### config.mk
export PLATFORM = sky130hd
export DESIGN_NAME = game_sequencer_flat
export DESIGN_NICKNAME = d
export VERILOG_FILES = /design/src/rtl/game_sequencer_pkg.sv /design/src/rtl/game_sequencer_if.sv /design/src/rtl/game_sequencer_timer.sv /design/src/rtl/game_sequencer.sv /design/src/flat_wrapper.sv
export SDC_FILE = /design/constraint.sdc
export NUM_CORES = 1
export LEC_CHECK = 0
export ABC_AREA = 0
export CORE_ASPECT_RATIO = 1.25
export CORE_MARGIN = 5
export CORE_UTILIZATION = 61
export DETAILED_ROUTE_END_ITERATION = 8
export DONT_BUFFER_PORTS = 1
export HOLD_SLACK_MARGIN = 0.05
export MAX_ROUTING_LAYER = met4
export PLACE_DENSITY = 0.77
export SLEW_MARGIN = 25
export SYNTH_ARGS = -nofsm -noshare
export SYNTH_HDL_FRONTEND = slang
export SYNTH_SLANG_ARGS = --single-unit
### constraint.sdc
create_clock -name Clk100M -period 2.1 [get_ports Clk100M]
set_input_delay 0.315 -clock Clk100M [delete_from_list [all_inputs] [get_ports Clk100M]]
set_output_delay 0.315 -clock Clk100M [all_outputs]
set_load 0.01 [all_outputs]
### src/rtl/game_sequencer_pkg.sv
// Shared types and default timing constants for the SymCounter game sequencer.
package game_pkg;

  typedef enum logic [2:0] {
    IDLE,
    PRELIM,
    GAME,
    ANSWER,
    POST,
    OVER
  } state_e;

  localparam int unsigned PRELIM_SEC_DEF = 3;
  localparam int unsigned GAME_SEC_DEF   = 20;
  localparam int unsigned ANSWER_SEC_DEF = 10;
  localparam int unsigned POST_SEC_DEF   = 3;
  localparam int unsigned MAX_LEVEL_DEF  = 5;

  localparam int unsigned SEC_W   = 6;
  localparam int unsigned LEVEL_W = 5;

  function automatic logic [SEC_W-1:0] sec_val(input int unsigned s);
    return SEC_W'(s);
  endfunction

endpackage

### src/rtl/game_sequencer_if.sv
// Gameplay control bus: tick/button/answer inputs and period/level/status outputs.
interface game_sequencer_if;

  logic                        Clk1Hz;
  logic                        start;
  logic                        answerDone;
  logic                        answerCorrect;
  logic                        prelimPeriod;
  logic                        gamePeriod;
  logic                        answerPeriod;
  logic                        postPeriod;
  logic                        levelChng;
  logic [game_pkg::LEVEL_W-1:0] level;
  logic [game_pkg::SEC_W-1:0]   secLeft;
  logic                        gameOver;
  logic                        gameWon;

  modport master (
    output Clk1Hz, start, answerDone, answerCorrect,
    input  prelimPeriod, gamePeriod, answerPeriod, postPeriod,
    input  levelChng, level, secLeft, gameOver, gameWon
  );

  modport slave (
    input  Clk1Hz, start, answerDone, answerCorrect,
    output prelimPeriod, gamePeriod, answerPeriod, postPeriod,
    output levelChng, level, secLeft, gameOver, gameWon
  );

endinterface

### src/rtl/game_sequencer_timer.sv
// Loadable seconds down-counter; holds at 1 and flags expiry on the tick that would pass it.
module period_timer
  import game_pkg::*;
(
  input  logic             clk,
  input  logic             rst_n,
  input  logic             load,
  input  logic [SEC_W-1:0] load_val,
  input  logic             tick,
  output logic [SEC_W-1:0] count,
  output logic             expire
);

  logic [SEC_W-1:0] count_q, count_d;

  always_comb begin
    count_d = count_q;
    if (load) begin
      count_d = load_val;
    end else if (tick && (count_q > SEC_W'(1))) begin
      count_d = count_q - SEC_W'(1);
    end
  end

  always_ff @(posedge clk or negedge rst_n) begin
    if (!rst_n) begin
      count_q <= '0;
    end else begin
      count_q <= count_d;
    end
  end

  assign count  = count_q;
  assign expire = tick && (count_q == SEC_W'(1));

endmodule

### src/rtl/game_sequencer.sv
// Round/period sequencer: PRELIM -> GAME -> ANSWER -> POST, advancing level on correct answers.
module game_sequencer
  import game_pkg::*;
#(
  parameter int unsigned PRELIM_SEC = PRELIM_SEC_DEF,
  parameter int unsigned GAME_SEC   = GAME_SEC_DEF,
  parameter int unsigned ANSWER_SEC = ANSWER_SEC_DEF,
  parameter int unsigned POST_SEC   = POST_SEC_DEF,
  parameter int unsigned MAX_LEVEL  = MAX_LEVEL_DEF
) (
  input  logic             Clk100M,
  input  logic             reset,
  game_sequencer_if.slave  bus
);

  state_e               state_q, state_d;
  logic [LEVEL_W-1:0]   level_q, level_d;
  logic                 correct_q, correct_d;
  logic                 won_q, won_d;
  logic                 chng_q, chng_d;
  logic                 over_q, over_d;
  logic [3:0]           period_q, period_d;

  logic                 tmr_load;
  logic [SEC_W-1:0]     tmr_load_val;
  logic                 tmr_tick;
  logic [SEC_W-1:0]     tmr_count;
  logic                 tmr_expire;

  // Ticks only reach the timer inside a timed period, so IDLE/OVER never count down.
  assign tmr_tick = bus.Clk1Hz &&
                    (state_q inside {PRELIM, GAME, ANSWER, POST});

  period_timer u_timer (
    .clk      (Clk100M),
    .rst_n    (reset),
    .load     (tmr_load),
    .load_val (tmr_load_val),
    .tick     (tmr_tick),
    .count    (tmr_count),
    .expire   (tmr_expire)
  );

  always_comb begin
    state_d      = state_q;
    level_d      = level_q;
    correct_d    = correct_q;
    won_d        = won_q;
    chng_d       = 1'b0;
    tmr_load     = 1'b0;
    tmr_load_val = '0;

    unique case (state_q)
      IDLE: begin
        if (bus.start) begin
          state_d      = PRELIM;
          level_d      = '0;
          correct_d    = 1'b0;
          won_d        = 1'b0;
          tmr_load     = 1'b1;
          tmr_load_val = sec_val(PRELIM_SEC);
        end
      end
      PRELIM: begin
        if (tmr_expire) begin
          state_d      = GAME;
          tmr_load     = 1'b1;
          tmr_load_val = sec_val(GAME_SEC);
        end
      end
      GAME: begin
        if (tmr_expire) begin
          state_d      = ANSWER;
          correct_d    = 1'b0;
          tmr_load     = 1'b1;
          tmr_load_val = sec_val(ANSWER_SEC);
        end
      end
      ANSWER: begin
        // A submitted answer beats a coincident final tick.
        if (bus.answerDone) begin
          state_d      = POST;
          correct_d    = bus.answerCorrect;
          tmr_load     = 1'b1;
          tmr_load_val = sec_val(POST_SEC);
        end else if (tmr_expire) begin
          state_d      = POST;
          correct_d    = 1'b0;
          tmr_load     = 1'b1;
          tmr_load_val = sec_val(POST_SEC);
        end
      end
      POST: begin
        if (tmr_expire) begin
          tmr_load = 1'b1;
          if (correct_q && (level_q < LEVEL_W'(MAX_LEVEL))) begin
            state_d      = PRELIM;
            level_d      = level_q + LEVEL_W'(1);
            chng_d       = 1'b1;
            tmr_load_val = sec_val(PRELIM_SEC);
          end else begin
            state_d      = OVER;
            won_d        = correct_q;
            tmr_load_val = '0;
          end
        end
      end
      OVER: begin
        state_d = OVER;
      end
      default: begin
        state_d = IDLE;
      end
    endcase

    period_d = {state_d == PRELIM, state_d == GAME, state_d == ANSWER, state_d == POST};
    over_d   = (state_d == OVER);
  end

  always_ff @(posedge Clk100M or negedge reset) begin
    if (!reset) begin
      state_q   <= IDLE;
      level_q   <= '0;
      correct_q <= 1'b0;
      won_q     <= 1'b0;
      chng_q    <= 1'b0;
      over_q    <= 1'b0;
      period_q  <= '0;
    end else begin
      state_q   <= state_d;
      level_q   <= level_d;
      correct_q <= correct_d;
      won_q     <= won_d;
      chng_q    <= chng_d;
      over_q    <= over_d;
      period_q  <= period_d;
    end
  end

  assign bus.prelimPeriod = period_q[3];
  assign bus.gamePeriod   = period_q[2];
  assign bus.answerPeriod = period_q[1];
  assign bus.postPeriod   = period_q[0];
  assign bus.levelChng    = chng_q;
  assign bus.level        = level_q;
  assign bus.secLeft      = tmr_count;
  assign bus.gameOver     = over_q;
  assign bus.gameWon      = won_q;

endmodule
### src/flat_wrapper.sv
// flat-port wrapper written by rule: the top's interface ports become plain ports
module game_sequencer_flat import game_pkg::*;
#(
  parameter int unsigned PRELIM_SEC = PRELIM_SEC_DEF,
  parameter int unsigned GAME_SEC   = GAME_SEC_DEF,
  parameter int unsigned ANSWER_SEC = ANSWER_SEC_DEF,
  parameter int unsigned POST_SEC   = POST_SEC_DEF,
  parameter int unsigned MAX_LEVEL  = MAX_LEVEL_DEF
)
  (Clk100M, reset, bus_Clk1Hz, bus_start, bus_answerDone, bus_answerCorrect, bus_prelimPeriod, bus_gamePeriod, bus_answerPeriod, bus_postPeriod, bus_levelChng, bus_level, bus_secLeft, bus_gameOver, bus_gameWon);
  game_sequencer_if bus_i ();
  input  logic Clk100M;
  input  logic reset;
  input wire logic [$bits(bus_i.Clk1Hz)-1:0] bus_Clk1Hz;
  input wire logic [$bits(bus_i.start)-1:0] bus_start;
  input wire logic [$bits(bus_i.answerDone)-1:0] bus_answerDone;
  input wire logic [$bits(bus_i.answerCorrect)-1:0] bus_answerCorrect;
  output wire logic [$bits(bus_i.prelimPeriod)-1:0] bus_prelimPeriod;
  output wire logic [$bits(bus_i.gamePeriod)-1:0] bus_gamePeriod;
  output wire logic [$bits(bus_i.answerPeriod)-1:0] bus_answerPeriod;
  output wire logic [$bits(bus_i.postPeriod)-1:0] bus_postPeriod;
  output wire logic [$bits(bus_i.levelChng)-1:0] bus_levelChng;
  output wire logic [$bits(bus_i.level)-1:0] bus_level;
  output wire logic [$bits(bus_i.secLeft)-1:0] bus_secLeft;
  output wire logic [$bits(bus_i.gameOver)-1:0] bus_gameOver;
  output wire logic [$bits(bus_i.gameWon)-1:0] bus_gameWon;
  assign bus_i.Clk1Hz = bus_Clk1Hz;
  assign bus_i.start = bus_start;
  assign bus_i.answerDone = bus_answerDone;
  assign bus_i.answerCorrect = bus_answerCorrect;
  assign bus_prelimPeriod = bus_i.prelimPeriod;
  assign bus_gamePeriod = bus_i.gamePeriod;
  assign bus_answerPeriod = bus_i.answerPeriod;
  assign bus_postPeriod = bus_i.postPeriod;
  assign bus_levelChng = bus_i.levelChng;
  assign bus_level = bus_i.level;
  assign bus_secLeft = bus_i.secLeft;
  assign bus_gameOver = bus_i.gameOver;
  assign bus_gameWon = bus_i.gameWon;
  game_sequencer #(.PRELIM_SEC(PRELIM_SEC), .GAME_SEC(GAME_SEC), .ANSWER_SEC(ANSWER_SEC), .POST_SEC(POST_SEC), .MAX_LEVEL(MAX_LEVEL)) u_core (.Clk100M(Clk100M), .reset(reset), .bus(bus_i));
endmodule
After elaboration in Yosys (flattened, before gate mapping)
Cells that the tools add are included.
- add/subtract/negate cells: 2
- $lt $le $gt $ge: 2
- equality and inequality tests: 15
- mux-type cells: 36
- reduce and logical (&&, ||, !) cells: 13
- operators by type and width (operator ; count):
    $pmux 6 s5 ; 1
    $mux 6 ; 4
    $mux 3 ; 7
    $mux 5 ; 4
    $pmux 3 s6 ; 1
    $eq 3x2->1 const B ; 4
    $eq 3x3->1 const B ; 4
    $mux 1 ; 11
    $pmux 5 s2 ; 1
    $reduce_and 4->1 ; 2
    $eq 3x1->1 const B ; 2
    $eq 6x1->1 const B ; 1
    $gt 6x1->1 const B ; 1
    $mux 2 ; 3
    $ne 2x2->1 const B ; 3
    $pmux 1 s3 ; 2
    $sub 6x1->6 const B ; 1
    $add 5x1->5 const B ; 1
    $lt 5x3->1 const B ; 1
    $logic_and 1x1->1 ; 4
    $mux 4 ; 1
    $reduce_bool 2->1 ; 2
    $reduce_bool 4->1 ; 1
    $logic_not 3->1 ; 1
    5 further kinds ; 5
- register bits: 22
- input port bits: 6
- output and inout bits: 18
- word-level logic and storage cells: 76

Logic depth before layout (Yosys ltp)
- depth after elaboration: 8
- depth in mapped cells: 7
- depth with buffers taken out: 7

By module
Synthesis repeated with hierarchy kept, for this count alone.
- cells, all modules: 141
- area, all modules: 1288.7 um^2
- modules (own cells, without submodules) (module ; instances ; cells an instance ; area an instance (um^2)):
    game_sequencer ; 1 ; 89 ; 855.8
    period_timer ; 1 ; 52 ; 432.9

Worst setup path before layout
No wires, ideal clock.
- kind: flip-flop to flip-flop
- start point: register u_core.u_timer.count_q[1], in the netlist u_core.u_timer.count[1]
- end point: register u_core.over_q, in the netlist u_core.bus.gameOver
- arrival time: 1800 ps
- required time: 1981 ps
- setup slack: 181 ps
- stages on the path, launching flop included: 8
- buffers on the path: 0
- clock period less this slack: 1919 ps
- path through: dfrtp_1 -> inv_1 -> ha_1 -> and2_1 -> nand3_1 -> o311a_1 -> a31o_4 -> and2_1
- cells in the longest elaborated chain, start to end: 6
- ends and longest elaborated chain (item ; RTL line ; text):
    start: declaration ; game_sequencer_timer.sv:14 ; logic [SEC_W-1:0] count_q, count_d;
    start signal: assignment ; game_sequencer_timer.sv:29 ; count_q <= count_d;
    $eq 6x1->1 * ; game_sequencer_timer.sv:34 ; assign expire = tick && (count_q == SEC_W'(1));
    $logic_and 1x1->1 * ; game_sequencer_timer.sv:34 ;
    $mux 3 ; game_sequencer.sv:86 ; end else if (tmr_expire) begin
    $mux 3 ; game_sequencer.sv:81 ; if (bus.answerDone) begin
    $pmux 3 s6 * ; game_sequencer.sv:53 ; unique case (state_q)
    net u_core.state_d[2] ; game_sequencer.sv:16 ; state_e state_q, state_d;
    $eq 3x3->1 * ; game_sequencer.sv:117 ; over_d = (state_d == OVER);
    net u_core.over_d ; game_sequencer.sv:21 ; logic over_q, over_d;
    end signal: assignment ; game_sequencer.sv:135 ; over_q <= over_d;
    end: declaration ; game_sequencer.sv:21 ;
Mark *: on every way through the listed nets, which the timed path passes. The rest lies on a longest branch.
A chain may end at the register's enable or synchronous reset.

Final worst setup path
Same ends and word-level chain as after synthesis.

==> flow_summary.ini <==
[power_and_ir_drop]
switching_share = 0.417
p_int_uw = 1160
p_leak_uw = 0.000631
power.density_mw_per_mm2 = 1360
power_frac_clock = 0.160
p_seq_frac = 0.340
net-switching-power_uw = 828
pwr-share-comb = 0.500
ir_drop_uv = 1010

[place]
dp_hpwl_um = 2170
routabilityCongestion = 0.840
port_buffers = 0

[final_layout]
regArea_sq_um = 551
num_antenna_cells = 0
num-fill-cells = 175
nNetsFinal = 160
multiInputGateArea_sq_um = 707
area_growth_pct = 10.4
drive_above_1_share = 0.187

[logic_synthesis]
synthTopCellsByCount = dfrtp_1 (22), nand2_1 (15), nor2_1 (11)
yosys_warnings = 0
synth_edf_count = 0
synth.area.top_cells = dfrtp_1 (42%), nand2_1 (4.3%), a21oi_1 (3.4%)
yosysMostFrequentCell = dfrtp_1
yosysUniqueCellTypes = 46
synthesis.nets = 149
ys.flop_type = dfrtp_1
async_flop_share = 1.00
synth-seq-area-share = 0.417
synth-seq-cells = 22
yosys.area.top_type = dfrtp_1
avgSynthCellArea_sq_um = 9.44
synthDominantCellAreaShare = 0.417
syn-cell-area_sq_mm = 0.00132
synthCells = 140

[routing]
drt.antenna.violating_nets = 0
drtIter0Drc = 29
drt_wl_total_um = 2960
vias = 1085
drc_errors = 0
via_per_inst = 6.38
wl_per_cell_um = 17.4
dr.pass1.iters = 6

[worst_setup_path]
critPathMaxFanout = 8
cp.required_ps = 2310
path_class = flip-flop to flip-flop
critical_path.most_common_cell = and2_1
cp_top_family = compound AO/OA/AOI/OAI gates
critPathMaxStageDelay_ps = 410
path_cells = inv_1 -> ha_2 -> and2_1 -> nand3_2 -> o311a_1 -> a31o_4 -> and2_1
critical_path_buf_inv_count = 1
critPathCaptureType = flip-flop
arrival_ps = 2180
slowest_stage = dfrtp_1
critPathLaunchType = flip-flop

[floorplan]
num_io_pins = 24
fp.coreArea_sq_mm = 0.00203
start_util = 0.652
rows = 18
die-height_um = 62.0
die_w_um = 51.6
die-area_sq_mm = 0.00320

[clock_tree]
cts_buffers = 3
cts_tree = yes
clock_latency_ps = 310
clk_pin_slew_ps = 120
htreeDepth = 1
post_cts_buffers = 0
clockBufferDepth = 2
numClockSinks = 22
cts-root-buf = clkbuf_4

[timing]
drv_slew = 0
fmax_mhz = 508
hold_slack_ps = 168
hold_violations = 0
post-route-period-util = 0.937
rsz0062_at_grt = no
worst_pin_slew_ps = 484
maxSlewHeadroom = 0.677
tns_ps = 0
min_period_ps = 1970
fin_skew_ps = 2.89
finalSetupViolations = 0

[min_path]
min-delay-path-class = primary input to flip-flop

[global_route]
grt_max_degree = 23
antenna_found_initial = 0
track_usage = 0.212
grt_pass1_vias = 1116
grt_overflow = 0
grt_pass1_wl_um = 5010

[run]
drv_cap = 0

[status]
status = finished clean
-- power groups by stage --
stage / clock network (uW) / logic, uW / registers, uW
after floorplan: 0 / 716 / 659
after global placement: 0 / 928 / 678
after detailed placement: 0 / 949 / 684
after CTS: 329 / 969 / 676
after global routing: 348 / 1100 / 693
final: 319 / 993 / 675
-- worst register-to-register path, cell delays in order, from the launching register on --
cell and delay [ps]:
dfrtp_1 410, inv_1 90, ha_2 220, and2_1 180, nand3_2 190, o311a_1 400, a31o_4 220, and2_1 150
-- placed cells by master (no fill, tap or decap), types with 4 or more instances in the layout --
cell      n
buf_4    10
and2_1    5
o21ai_0   6
nor2b_1   4
nand2_1  15
inv_1     9
nor2_1   11
dfrtp_1  22
nand3_1   5
a21oi_1   9
-- cell families after synthesis --
| kind of cell | Yosys count | synth area share |
|---|---|---|
| mux | 3 | 0.0227 |
| xor+xnor | 4 | 0.0265 |
| fa+ha+maj | 3 | 0.0284 |
| compound gates | 35 | 0.215 |
| flops | 22 | 0.417 |
| simple gates | 58 | 0.236 |
| buf+inv | 15 | 0.0549 |
-- metrics by stage --
| step | instance area (sq um) | power (uW) | utilization | instances | setup slack (ps) |
|---|---|---|---|---|---|
| finish | 1460 | 1990 | 0.720 | 170 | 132 |
| CTS | 1450 | 1970 | 0.713 | 169 | 19.1 |
| detailed placement | 1380 | 1630 | 0.682 | 164 | 57.6 |
| floorplan | 1320 | 1370 | - | 140 | 181 |
| global route | 1460 | 2140 | 0.720 | 170 | 29.7 |
| global placement | 1380 | 1610 | 0.682 | 164 | 163 |
-- flip-flops by register name (all words and copies together) (netlist names) --
signal,cells
u_core.bus.gameOver,1
u_core.bus.levelChng,1
u_core.bus.level,5
u_core.u_timer.count,6
u_core.period_q,4
u_core.correct_q,1
u_core.bus.gameWon,1
u_core.state_q,3
-- metal layers --
layer	GRT usage	wire length, um	vias up
met5	-	0	-
met4	0.0562	19	0
met3	0.0310	161	2
met2	0.378	1600	41
met1	0.252	1180	521
li1	-	-	521
-- layout make-up --
type / instances / share of cell area
Inverter: 9 / 0.0232
Timing Repair Buffer: 12 / 0.0617
Clock inverter: 1 / 0.0206
Tap cell: 20 / 0.0172
Clock buffer: 3 / 0.0154
Multi-Input combinational cell: 103 / 0.485
Sequential cell: 22 / 0.377
-- worst paths after layout --
| check | start | end | slack (ps) | depth (start not counted) |
|---|---|---|---|---|
| worst max-delay path | u_core.u_timer.count[1] | u_core.bus.gameOver | 130 | 7 |
| worst min-delay path | bus_answerDone | u_core.correct_q | 170 | 2 |
| worst max register to register | u_core.u_timer.count[1] | u_core.bus.gameOver | 130 | 7 |
| worst min register to register | u_core.correct_q | u_core.bus.gameWon | 570 | 2 |
| max in group asynchronous | reset | u_core.period_q[3] | 1280 | 2 |
| min in group asynchronous | reset | u_core.bus.level[2] | 490 | 2 |
-- repair_timing --
action | in CTS | in global routing
gates resized for setup | 0 | 3
hold endpoints to repair | 22 | 22
hold buffers | 1 | 1
endpoints found under the setup margin | 0 | 6
Power figures use the tool's default switching activity.
==> variant: new RTL, same flow settings <==
Make the reset (`reset` and `rst_n`) synchronous in 2 clocked blocks.
--- a/src/rtl/game_sequencer_timer.sv
+++ b/src/rtl/game_sequencer_timer.sv
@@ -22,7 +22,7 @@
     end
   end
 
-  always_ff @(posedge clk or negedge rst_n) begin
+  always_ff @(posedge clk) begin
     if (!rst_n) begin
       count_q <= '0;
     end else begin
--- a/src/rtl/game_sequencer.sv
+++ b/src/rtl/game_sequencer.sv
@@ -117,7 +117,7 @@
     over_d   = (state_d == OVER);
   end
 
-  always_ff @(posedge Clk100M or negedge reset) begin
+  always_ff @(posedge Clk100M) begin
     if (!reset) begin
       state_q   <= IDLE;
       level_q   <= '0;
Check against the original RTL: differs if reset is asserted again (counterexample within 4 cycles, from zero or initial values and one cycle with reset low); with reset held inactive, the same outputs for 10 cycles.
==> variant against the original RTL <==
Setup slack better by 0.042 ns. Wire length fell by 8.5%. Non-clock buffer count fell by 8. Synthesized area decreased by 11%. Utilization down 2.6 points. Count of clock-buffer cells in the layout grew 1. Sequential cell count unchanged. Hold slack lost 0.063 ns. Design area decreased by 14%. Critical endpoint is now u_core.period_q[3]. Largest cell class unchanged. Highest routed layer unchanged.
Power is not compared: it rests on default switching activity, and its combinational part moved more than twofold at a synthesized area within 25%.
==> variant: results (changes against the original RTL) <==
First-pass GRT wire length -> 4590 um (-8.4%)
Vias in the first global route -> 1040 (-6.8%)
WL per Instance -> 16.1 um (-7.4%)
WL met2 -> 1360 um (-15%)
Port bufs -> 0 (unchanged)
Vias per std cell -> 6.40 (+0.26%)
Setup Skew -> 0.00293 ns (+0.0000398 ns)
Diodes inserted -> 0 (unchanged)
Lkg Pwr -> 0.506 nW
Critical path's largest stage delay -> 0.37 ns (-0.04 ns)
Ys Warns -> 0 (unchanged)
Worst-path clk slew -> 0.12 ns (about the same)
M1 WL -> 1160 um (-1.7%)
GRT Overall Usage -> 20.2% (-1.0 points)
Met3 Use GR -> 4.03% (+0.93 points)
Post-DP HPWL -> 2070 um (-4.6%)
Min-delay worst type -> in2reg
# DRC -> 0 (unchanged)
Asr flop ratio synth -> 0% (-100 points)
Fin. max-slew vios -> 0 (unchanged)
Met2 Use GR -> 33.9% (-3.9 points)
H-tree levels -> 1 (unchanged)
Largest net degree at the start of global routing -> 13 (-43%)
Relative slew slack -> 56.6% (-11 points)
Met1 Use GR -> 23.8% (-1.4 points)
Clock root buffer -> clkbuf_4
Violation count after the first detailed-route iteration -> 44 (+52%)
Max reg flops -> 6 (unchanged)
Worst IR Drop VDD -> 0.412 mV
Top routing layer used -> met4
Family with the most delay on the worst path -> simple AND/OR/NAND/NOR gates
Routability cong. -> 0.903 (+7.5%)
Largest cells by area after synthesis -> dfxtp_1 38%, o21ai_0 5.5%, a21oi_1 5.1%
Crit path DAT -> 2.17 ns
Yosys cell types -> 41 (-11%)
CP Max Fanout -> 8 (unchanged)
Sequential area share after synthesis -> 37.5% (-4.1 points)
Ys flop type -> dfxtp_1
Max Buffers Root-to-Sink -> 2 (unchanged)
Clock latency on the worst-skew pair -> 0.31 ns (about the same)
Slowest cell on the critical path -> dfxtp_2
Status -> completed
Initial antenna violation count -> 0 (unchanged)
Layout cells sized above 1 -> 12.8% (-5.9 points)
Final nets -> 159 (-0.63%)
Total CTS buffers -> 3 (unchanged)
Initial DRT Pass Iterations -> 4 (-2)
Switching Share -> 29.7%
Commonest cells post-synth -> 22 x dfxtp_1, 13 x o21ai_0, 12 x a21oi_1, 12 x nor2_1, 10 x nand2_1
DR WL met3 -> 150 um (-6.8%)
# fillers -> 153 (-13%)
variant: area by class of cell:
type	instances	area, sq um	share of cell area [%]
clock buffers	4	36.3	2.89
inverters	9	33.8	2.69
multi-input cells	110	688	54.9
flip-flops and latches	22	442	35.2
well taps	19	23.8	1.90
repair buffers	4	30.0	2.40
variant: worst paths after layout:
| path | start | endpoint | slack [ns] | cells past startpoint |
|---|---|---|---|---|
| worst max-delay path | u_core.u_timer.count[1] | u_core.period_q[3] | 0.17 | 7 |
| worst min-delay path | reset | u_core.correct_q | 0.10 | 1 |
| worst max register to register | u_core.u_timer.count[1] | u_core.period_q[3] | 0.17 | 7 |
| worst min register to register | u_core.bus.level[4] | u_core.bus.level[4] | 0.55 | 1 |
variant: power groups by stage:
stage	clock, W	sequential, W	combinational (W)
after global routing	0.000260	0.000456	0.000183
after detailed placement	0	0.000462	0.000158
final	0.000239	0.000453	0.000163
after floorplan	0	0.000456	0.000129
after global placement	0	0.000461	0.000156
after CTS	0.000237	0.000453	0.000160
variant: repair_timing:
action	4_1_cts	5_1_grt
setup endpoints to repair	0	7
gates resized for setup	0	5
setup buffers	0	0
variant: kinds of logic after synthesis:
| logic type | synth area share [%] |
|---|---|
| AOI/OAI and AO/OA | 23.0 |
| xor gates and xnor gates | 0.746 |
| adders and majority gates | 3.20 |
| buffers and inverters | 5.01 |
| DFF | 37.5 |
| muxes | 0.853 |
| and+or+nand+nor | 29.6 |
variant: through the flow:
step	instances	power [W]	hold slack (ns)	instance area, sq um	setup slack [ns]
global placement	164	0.000618	0.434	1200	0.207
detailed placement	164	0.000621	0.438	1200	0.164
floorplan	147	0.000584	0.432	1170	0.327
global route	168	0.000900	0.0941	1250	0.0384
CTS	168	0.000850	0.111	1240	0.106
finish	168	0.000855	0.105	1250	0.174
